[config.mk]
export PLATFORM = sky130hd
export DESIGN_NAME = ex_muldiv_unit
export DESIGN_NICKNAME = d
export VERILOG_FILES = /design/src/rtl/ex_muldiv_unit.sv
export SDC_FILE = /design/constraint.sdc
export NUM_CORES = 1
export LEC_CHECK = 0
export CAP_MARGIN = 20
export CORE_ASPECT_RATIO = 1.4
export CORE_MARGIN = 2
export CORE_UTILIZATION = 56
export DETAILED_ROUTE_END_ITERATION = 7
export GPL_TIMING_DRIVEN = 0
export PLACE_DENSITY = 0.9
export SYNTH_ARGS = -nofsm -noshare
export SYNTH_HDL_FRONTEND = slang
export SYNTH_SLANG_ARGS = --single-unit
[constraint.sdc]
create_clock -name clk -period 4.8 [get_ports clk]
set_clock_uncertainty 0.1 [all_clocks]
set_input_delay 0.96 -clock clk [delete_from_list [all_inputs] [get_ports clk]]
set_output_delay 0.96 -clock clk [all_outputs]
set_load 0.01 [all_outputs]
[src/rtl/ex_muldiv_unit.sv]
// ----------------------------------------------------------------------------
// ex_muldiv_unit
// Iterative 32-bit multiply/divide unit with HI/LO registers for the EX stage.
// It executes MULT/MULTU (and DIV/DIVU when enabled) over 32 cycles. It also
// services MFHI/MFLO/MTHI/MTLO, and it interlocks dependent HI/LO instructions
// through a combinational stall.
//
// Build option: define MULDIV_DIV_EN to include the restoring divider. When the
// macro is undefined, DIV/DIVU decode as ordinary non-HI/LO instructions and
// div_by_zero is tied to 0.
//
// Ports:
//   clk          rising-edge clock
//   rst          asynchronous active-low reset
//   ex_valid     EX instruction is valid
//   ex_flush     EX instruction is squashed this cycle (no issue)
//   ex_ALUOp     ALUOp from ID/EX, 2'b10 = R-type
//   ex_funct     funct field from ID/EX
//   ex_rs_data   forwarded Rs operand
//   ex_rt_data   forwarded Rt operand
//   stall        HI/LO instruction must wait (combinational)
//   busy         multiply/divide in progress
//   mf_result    HI for MFHI, LO for MFLO, else 0 (combinational)
//   hi_out       HI register
//   lo_out       LO register
//   div_by_zero  one-cycle pulse when a divide by zero completes
// ----------------------------------------------------------------------------
module ex_muldiv_unit (
   input  logic        clk,
   input  logic        rst,
   input  logic        ex_valid,
   input  logic        ex_flush,
   input  logic [1:0]  ex_ALUOp,
   input  logic [5:0]  ex_funct,
   input  logic [31:0] ex_rs_data,
   input  logic [31:0] ex_rt_data,
   output logic        stall,
   output logic        busy,
   output logic [31:0] mf_result,
   output logic [31:0] hi_out,
   output logic [31:0] lo_out,
   output logic        div_by_zero
);

   localparam int unsigned XLEN  = 32;
   localparam int unsigned CNT_W = 5;

   localparam logic [CNT_W-1:0] LAST_ITER = CNT_W'(31);
   localparam logic [1:0]       ALUOP_R   = 2'b10;

   localparam logic [5:0] F_MFHI  = 6'h10;
   localparam logic [5:0] F_MTHI  = 6'h11;
   localparam logic [5:0] F_MFLO  = 6'h12;
   localparam logic [5:0] F_MTLO  = 6'h13;
   localparam logic [5:0] F_MULT  = 6'h18;
   localparam logic [5:0] F_MULTU = 6'h19;
`ifdef MULDIV_DIV_EN
   localparam logic [5:0] F_DIV   = 6'h1A;
   localparam logic [5:0] F_DIVU  = 6'h1B;
`endif

   typedef enum logic [1:0] {
      S_IDLE = 2'd0,
`ifdef MULDIV_DIV_EN
      S_DIV  = 2'd2,
`endif
      S_MUL  = 2'd1
   } state_t;

   state_t                state_q, state_d;
   logic [CNT_W-1:0]      cnt_q, cnt_d;
   logic [2*XLEN-1:0]     prod_q, prod_d;
   logic [XLEN-1:0]       mcand_q, mcand_d;
   logic                  negq_q, negq_d;
   logic [XLEN-1:0]       hi_q, hi_d;
   logic [XLEN-1:0]       lo_q, lo_d;
   logic                  dbz_q, dbz_d;

   // Instruction decode
   logic r_valid, op_mul, op_div, op_mfhi, op_mflo, op_mthi, op_mtlo;
   logic hilo_op, issue;

   assign r_valid = ex_valid & ~ex_flush & (ex_ALUOp == ALUOP_R);
   assign op_mul  = r_valid & ((ex_funct == F_MULT) | (ex_funct == F_MULTU));
   assign op_mfhi = r_valid & (ex_funct == F_MFHI);
   assign op_mflo = r_valid & (ex_funct == F_MFLO);
   assign op_mthi = r_valid & (ex_funct == F_MTHI);
   assign op_mtlo = r_valid & (ex_funct == F_MTLO);
`ifdef MULDIV_DIV_EN
   assign op_div  = r_valid & ((ex_funct == F_DIV) | (ex_funct == F_DIVU));
`else
   assign op_div  = 1'b0;
`endif

   assign hilo_op = op_mul | op_div | op_mfhi | op_mflo | op_mthi | op_mtlo;
   assign issue   = hilo_op & (state_q == S_IDLE);

   assign stall       = hilo_op & (state_q != S_IDLE);
   assign busy        = (state_q != S_IDLE);
   assign hi_out      = hi_q;
   assign lo_out      = lo_q;
   assign div_by_zero = dbz_q;
   assign mf_result   = op_mfhi ? hi_q : (op_mflo ? lo_q : '0);

   // Operand magnitudes; funct bit 0 clear selects the signed variant
   logic            is_signed, rs_neg, rt_neg;
   logic [XLEN-1:0] rs_mag, rt_mag;

   assign is_signed = ~ex_funct[0];
   assign rs_neg    = is_signed & ex_rs_data[XLEN-1];
   assign rt_neg    = is_signed & ex_rt_data[XLEN-1];
   assign rs_mag    = rs_neg ? (~ex_rs_data + XLEN'(1)) : ex_rs_data;
   assign rt_mag    = rt_neg ? (~ex_rt_data + XLEN'(1)) : ex_rt_data;

   // Shift-add multiplier step: multiplier sits in prod low half, shifted out LSB first
   logic [XLEN:0]     mul_sum;
   logic [2*XLEN-1:0] mul_next, mul_res;

   assign mul_sum  = {1'b0, prod_q[2*XLEN-1:XLEN]} + {1'b0, (prod_q[0] ? mcand_q : '0)};
   assign mul_next = {mul_sum, prod_q[XLEN-1:1]};
   assign mul_res  = negq_q ? (~mul_next + (2*XLEN)'(1)) : mul_next;

`ifdef MULDIV_DIV_EN
   logic              negr_q, negr_d;
   logic              dz_q, dz_d;
   logic              rt_zero;
   logic [XLEN:0]     div_shift;
   logic [XLEN+1:0]   div_diff;
   logic              div_ge;
   logic [XLEN-1:0]   div_rem;
   logic [2*XLEN-1:0] div_next;
   logic [XLEN-1:0]   div_qt, div_rm, div_lo, div_hi;

   assign rt_zero = (ex_rt_data == '0);

   // Restoring divider step: prod = {remainder, dividend/quotient}
   assign div_shift = {prod_q[2*XLEN-1:XLEN], prod_q[XLEN-1]};
   assign div_diff  = {1'b0, div_shift} - {2'b00, mcand_q};
   assign div_ge    = ~div_diff[XLEN+1];
   assign div_rem   = div_ge ? div_diff[XLEN-1:0] : div_shift[XLEN-1:0];
   assign div_next  = {div_rem, prod_q[XLEN-2:0], div_ge};
   assign div_qt    = div_next[XLEN-1:0];
   assign div_rm    = div_next[2*XLEN-1:XLEN];

   // On divide by zero mcand holds the raw dividend, returned as HI
   assign div_lo = dz_q ? '1      : (negq_q ? (~div_qt + XLEN'(1)) : div_qt);
   assign div_hi = dz_q ? mcand_q : (negr_q ? (~div_rm + XLEN'(1)) : div_rm);
`endif

   // Next-state and datapath update
   always_comb begin
      state_d = state_q;
      cnt_d   = cnt_q;
      prod_d  = prod_q;
      mcand_d = mcand_q;
      negq_d  = negq_q;
      hi_d    = hi_q;
      lo_d    = lo_q;
      dbz_d   = 1'b0;
`ifdef MULDIV_DIV_EN
      negr_d  = negr_q;
      dz_d    = dz_q;
`endif
      case (state_q)
         S_IDLE: begin
            if (issue) begin
               if (op_mul) begin
                  state_d = S_MUL;
                  cnt_d   = '0;
                  prod_d  = {{XLEN{1'b0}}, rt_mag};
                  mcand_d = rs_mag;
                  negq_d  = rs_neg ^ rt_neg;
               end
`ifdef MULDIV_DIV_EN
               else if (op_div) begin
                  state_d = S_DIV;
                  cnt_d   = '0;
                  prod_d  = {{XLEN{1'b0}}, rs_mag};
                  mcand_d = rt_zero ? ex_rs_data : rt_mag;
                  negq_d  = rs_neg ^ rt_neg;
                  negr_d  = rs_neg;
                  dz_d    = rt_zero;
               end
`endif
               else if (op_mthi) begin
                  hi_d = ex_rs_data;
               end
               else if (op_mtlo) begin
                  lo_d = ex_rs_data;
               end
            end
         end
         S_MUL: begin
            prod_d = mul_next;
            cnt_d  = cnt_q + CNT_W'(1);
            if (cnt_q == LAST_ITER) begin
               hi_d    = mul_res[2*XLEN-1:XLEN];
               lo_d    = mul_res[XLEN-1:0];
               cnt_d   = '0;
               state_d = S_IDLE;
            end
         end
`ifdef MULDIV_DIV_EN
         S_DIV: begin
            prod_d = div_next;
            cnt_d  = cnt_q + CNT_W'(1);
            if (cnt_q == LAST_ITER) begin
               hi_d    = div_hi;
               lo_d    = div_lo;
               dbz_d   = dz_q;
               cnt_d   = '0;
               state_d = S_IDLE;
            end
         end
`endif
         default: begin
            state_d = S_IDLE;
         end
      endcase
   end

   // State and datapath registers
   always_ff @(posedge clk or negedge rst) begin
      if (!rst) begin
         state_q <= S_IDLE;
         cnt_q   <= '0;
         prod_q  <= '0;
         mcand_q <= '0;
         negq_q  <= 1'b0;
         hi_q    <= '0;
         lo_q    <= '0;
         dbz_q   <= 1'b0;
`ifdef MULDIV_DIV_EN
         negr_q  <= 1'b0;
         dz_q    <= 1'b0;
`endif
      end else begin
         state_q <= state_d;
         cnt_q   <= cnt_d;
         prod_q  <= prod_d;
         mcand_q <= mcand_d;
         negq_q  <= negq_d;
         hi_q    <= hi_d;
         lo_q    <= lo_d;
         dbz_q   <= dbz_d;
`ifdef MULDIV_DIV_EN
         negr_q  <= negr_d;
         dz_q    <= dz_d;
`endif
      end
   end

endmodule

==> metrics.md <==
| Metric | Value |
|---|---|
| Status | complete, but fails checks |
| Failing checks | negative setup slack |
| H-tree depth | 4 |
| Adder-cell share of the synthesized area | 3.91% |
| Register area share after synthesis | 33.8% |
| Slowest cell delay on critical path | 0.59 ns |
| Port Buffers | 171 |
| Detailed Routing Iterations Pass 1 | 8 |
| Area share of the largest cell type after synthesis | 33.8% |
| Met2 Track Usage GR | 66.8% |
| Worst-path fanout max | 8 |
| Largest net degree at the start of global routing | 116 |
| Chip Height | 180 um |
| Syn Area/Cell | 8.03 um^2 |
| Commonest cells post-synth | nand2_1, dfrtp_1, a21oi_1, o21ai_0, nor2_1 |
| Main combinational cell family by area after synthesis | compound AO/OA/AOI/OAI gates |
| Die area | 23300 um^2 |
| Post-DP HPWL | 34100 um |
| Total GRT Usage | 39.1% |
| Slew at the pin closest to its max-slew limit | 0.997 ns |
| FP Rows | 64 |
| Met3 Use GR | 8.27% |
| GRT overflow | 0 |
| # setup viols final | 6 |
| Area growth, synth to finish | 25.0% |
| Vias | 13500 |
| GP Congestion | 0.986 |
| I/O pin count | 175 |
| Max Root-Sink Buffers | 2 |
| Core Region | 21800 um^2 |
| Area share of and/or/nand/nor cells after synthesis | 21.6% |
| Mux contribution to synthesized area | 3.12% |
| Nets | 1862 |
| Fin Hold WS | 0.309 ns |
| Pwr dens | 393 nW/um^2 |
| Synth Net Count | 1653 |
| DRC viols | 0 |
| Post-route ant nets | 0 |
| Number of enable flip-flop cells after synthesis | 0 |
| VDD IR max | 0.229 mV |
| Crit Path Class | reg2reg |
| Via-per-instance ratio | 6.55 |
| Hold buffer count at cts | 0 |
| Ranking of synthesized cells by area | dfrtp_1, a21oi_1, o21ai_0 |
| RSZ-0062 raised after global routing | true |
| Worst hold path type | in2async |
| Antenna diodes | 0 |
| Synth Register Bits | 167 |
| Min Tclk post-route | 4.89 ns |
| First-pass GRT wire length | 70500 um |
| Fill count | 1672 |
| Max-Cap Viols | 0 |
| Syn Std Cell Area | 12400 um^2 |
| Max Fclk | 204 MHz |
| Cell taking the most area after synthesis | dfrtp_1 |
| Post-Route WL | 46300 um |
| Setup Slack @ Placement | -0.919 ns |
| Final Worst Setup Slack | -0.0920 ns |
| Share of flip-flops with an asynchronous set or reset | 100% |
| Final period util | 102% |
| Clock Latency Late Sink | 0.45 ns |
| Slowest-stage cell, CP | or4_4 |
| Vias in the first global route | 13400 |
| CTS Root Cell | clkbuf_16 |
| CTS sink count | 167 |
| Die X-Extent | 130 um |
| Crit path cell chain | buf_6, and2_1, ha_2, fa_2, a211oi_4, buf_4, nor2_1, xor2_2, a2111o_1, nor4_4, nand4_1, or4_4, o41ai_4, xnor2_2, a221oi_2 |
| Initial antenna violation count | 0 |
| Yosys warns | 0 |
| Xor/xnor share of the synthesized area | 7.58% |
| Relative slew slack | 33.1% |
| Max Transition Viols Final | 0 |
| FF+latch area | 4180 um^2 |
| Share of cells above drive strength 1 | 8.81% |
| Post-synthesis compound-gate area fraction | 25.7% |
| Leakage Power | 0.00641 uW |
| Area of the multi-input gates | 7900 um^2 |
| Gate Count Post-Synth | 1539 |
| Critical path required time | 5.05 ns |
| Primary FF master, synth | dfrtp_1 |
| Power Total | 6070 uW |
| Clock slew seen by the registers of the worst setup and hold paths | 0.07 ns |
| Arrival @ worst endpoint | 5.14 ns |
| Reg2Reg Setup Slack | -0.09 ns |
| Global route hottest layer | met2 |
| Final Hold Fails | 0 |
| Setup crit end kind | flip-flop |
| Starting Density | 56.7% |
| Starting DRT DRC Count | 1618 |
| Worst Setup Start Kind | flip-flop |
| Synth unique cells | 81 |
| Count leader, synth | nand2_1 |
| Met1 GRT Util | 42.8% |
| Num CTS Buffers | 17 |
| CTS tree | yes |
| Drt wl/cell | 22.5 um |
critical path: cells and delay by family (launching register included):
kind | cells | cell delay (ns)
AOI/OAI and AO/OA | 4 | 1.48
DFF | 1 | 0.52
xor gates and xnor gates | 2 | 0.33
adders and majority gates | 2 | 0.59
and+or+nand+nor | 5 | 1.42
buffers and inverters | 2 | 0.35
final cells by class:
| cell class | instances | share of cell area (%) |
|---|---|---|
| multi-input combinational | 1249 | 51.1 |
| clock inverter | 14 | 0.907 |
| inverter | 23 | 0.559 |
| buffer | 96 | 2.88 |
| clock buffer | 17 | 2.75 |
| sequential | 167 | 27.1 |
| tap | 297 | 2.41 |
| timing repair buffer | 194 | 12.3 |
through the flow:
step	instances	utilization, %	setup TNS [ns]	instance area, um^2
after detailed placement	2010	66.5	-12.67	14500
after CTS	2046	69.8	-0.0116	15200
after global placement	2007	66.3	-666.51	14400
after global routing	2057	70.9	-0.603	15400
after floorplan	1539	-	0	12400
final	2057	70.9	-0.297	15400
flip-flops by register name (all words and copies together), names as in the netlist:
register  cells
state_q       1
hi_out       32
negq_q        1
cnt_q         5
mcand_q      32
lo_out       32
prod_q       64
routing by layer:
| layer | part of all wire, % | wire, um | vias to the layer above |
|---|---|---|---|
| li1 | - | - | 5994 |
| met1 | 34 | 15600 | 6299 |
| met2 | 49 | 22500 | 882 |
| met3 | 9.2 | 4270 | 303 |
| met4 | 8.4 | 3900 | 0 |
| met5 | 0 | 0 | - |
timing repair:
item | in CTS | in global routing
pin swaps | 5 | 17
gates cloned | 0 | 2
gates resized for setup | 27 | 39
endpoints found under the setup margin | 41 | 21
buffers inserted | 6 | 11
logic make-up (layout without fill, tap and decap cells):
family | count (synthesis) | in the layout
compound gates | 515 | 515
flops | 167 | 167
fa+ha+maj | 38 | 38
xor+xnor | 107 | 107
buf+inv | 123 | 344
mux | 36 | 36
simple gates | 552 | 552
other cells | 1 | 1
placed cells by master (no fill, tap or decap), types with 6 or more instances in the layout:
master           count
nand2_1            174
clkdlybuf4s50_1    170
dfrtp_1            166
a21oi_1            160
nor2_1             158
o21ai_0            158
clkbuf_1            72
xor2_1              55
xnor2_1             48
and2_1              42
ha_1                35
a22o_1              34
a21o_1              26
or3_1               25
nand3_1             23
inv_1               22
nor3_1              21
o31ai_1             20
mux2_2              20
buf_4               19
clkbuf_16           17
mux2i_1             16
nand4_1             14
a211oi_1            13
nor4_1              13
o41ai_1             13
nand2b_1            12
or4_1               11
a31oi_1             11
and3_1              10
clkbuf_2             8
o21bai_1             8
buf_2                6
nor2b_1              6
a311oi_1             6
final timing paths:
kind / startpoint / endpoint / cells after the start
min reg2reg: prod_q[51] / prod_q[51] / 2
max: prod_q[0] / hi_out[30] / 15
min: rst / lo_out[5] / 1
max reg2reg: prod_q[0] / hi_out[30] / 15
min in group clk: prod_q[51] / prod_q[51] / 2
max in group asynchronous: rst / hi_out[29] / 2
power breakdown:
part	total [uW]	leakage [uW]	internal (uW)	switching, uW
sequential	2070	0.00219	1720	352
combinational	2620	0.00395	987	1640
clock	1370	0.000273	725	646
total	6070	0.00641	3430	2640
(Power assumes the default switching activity.)
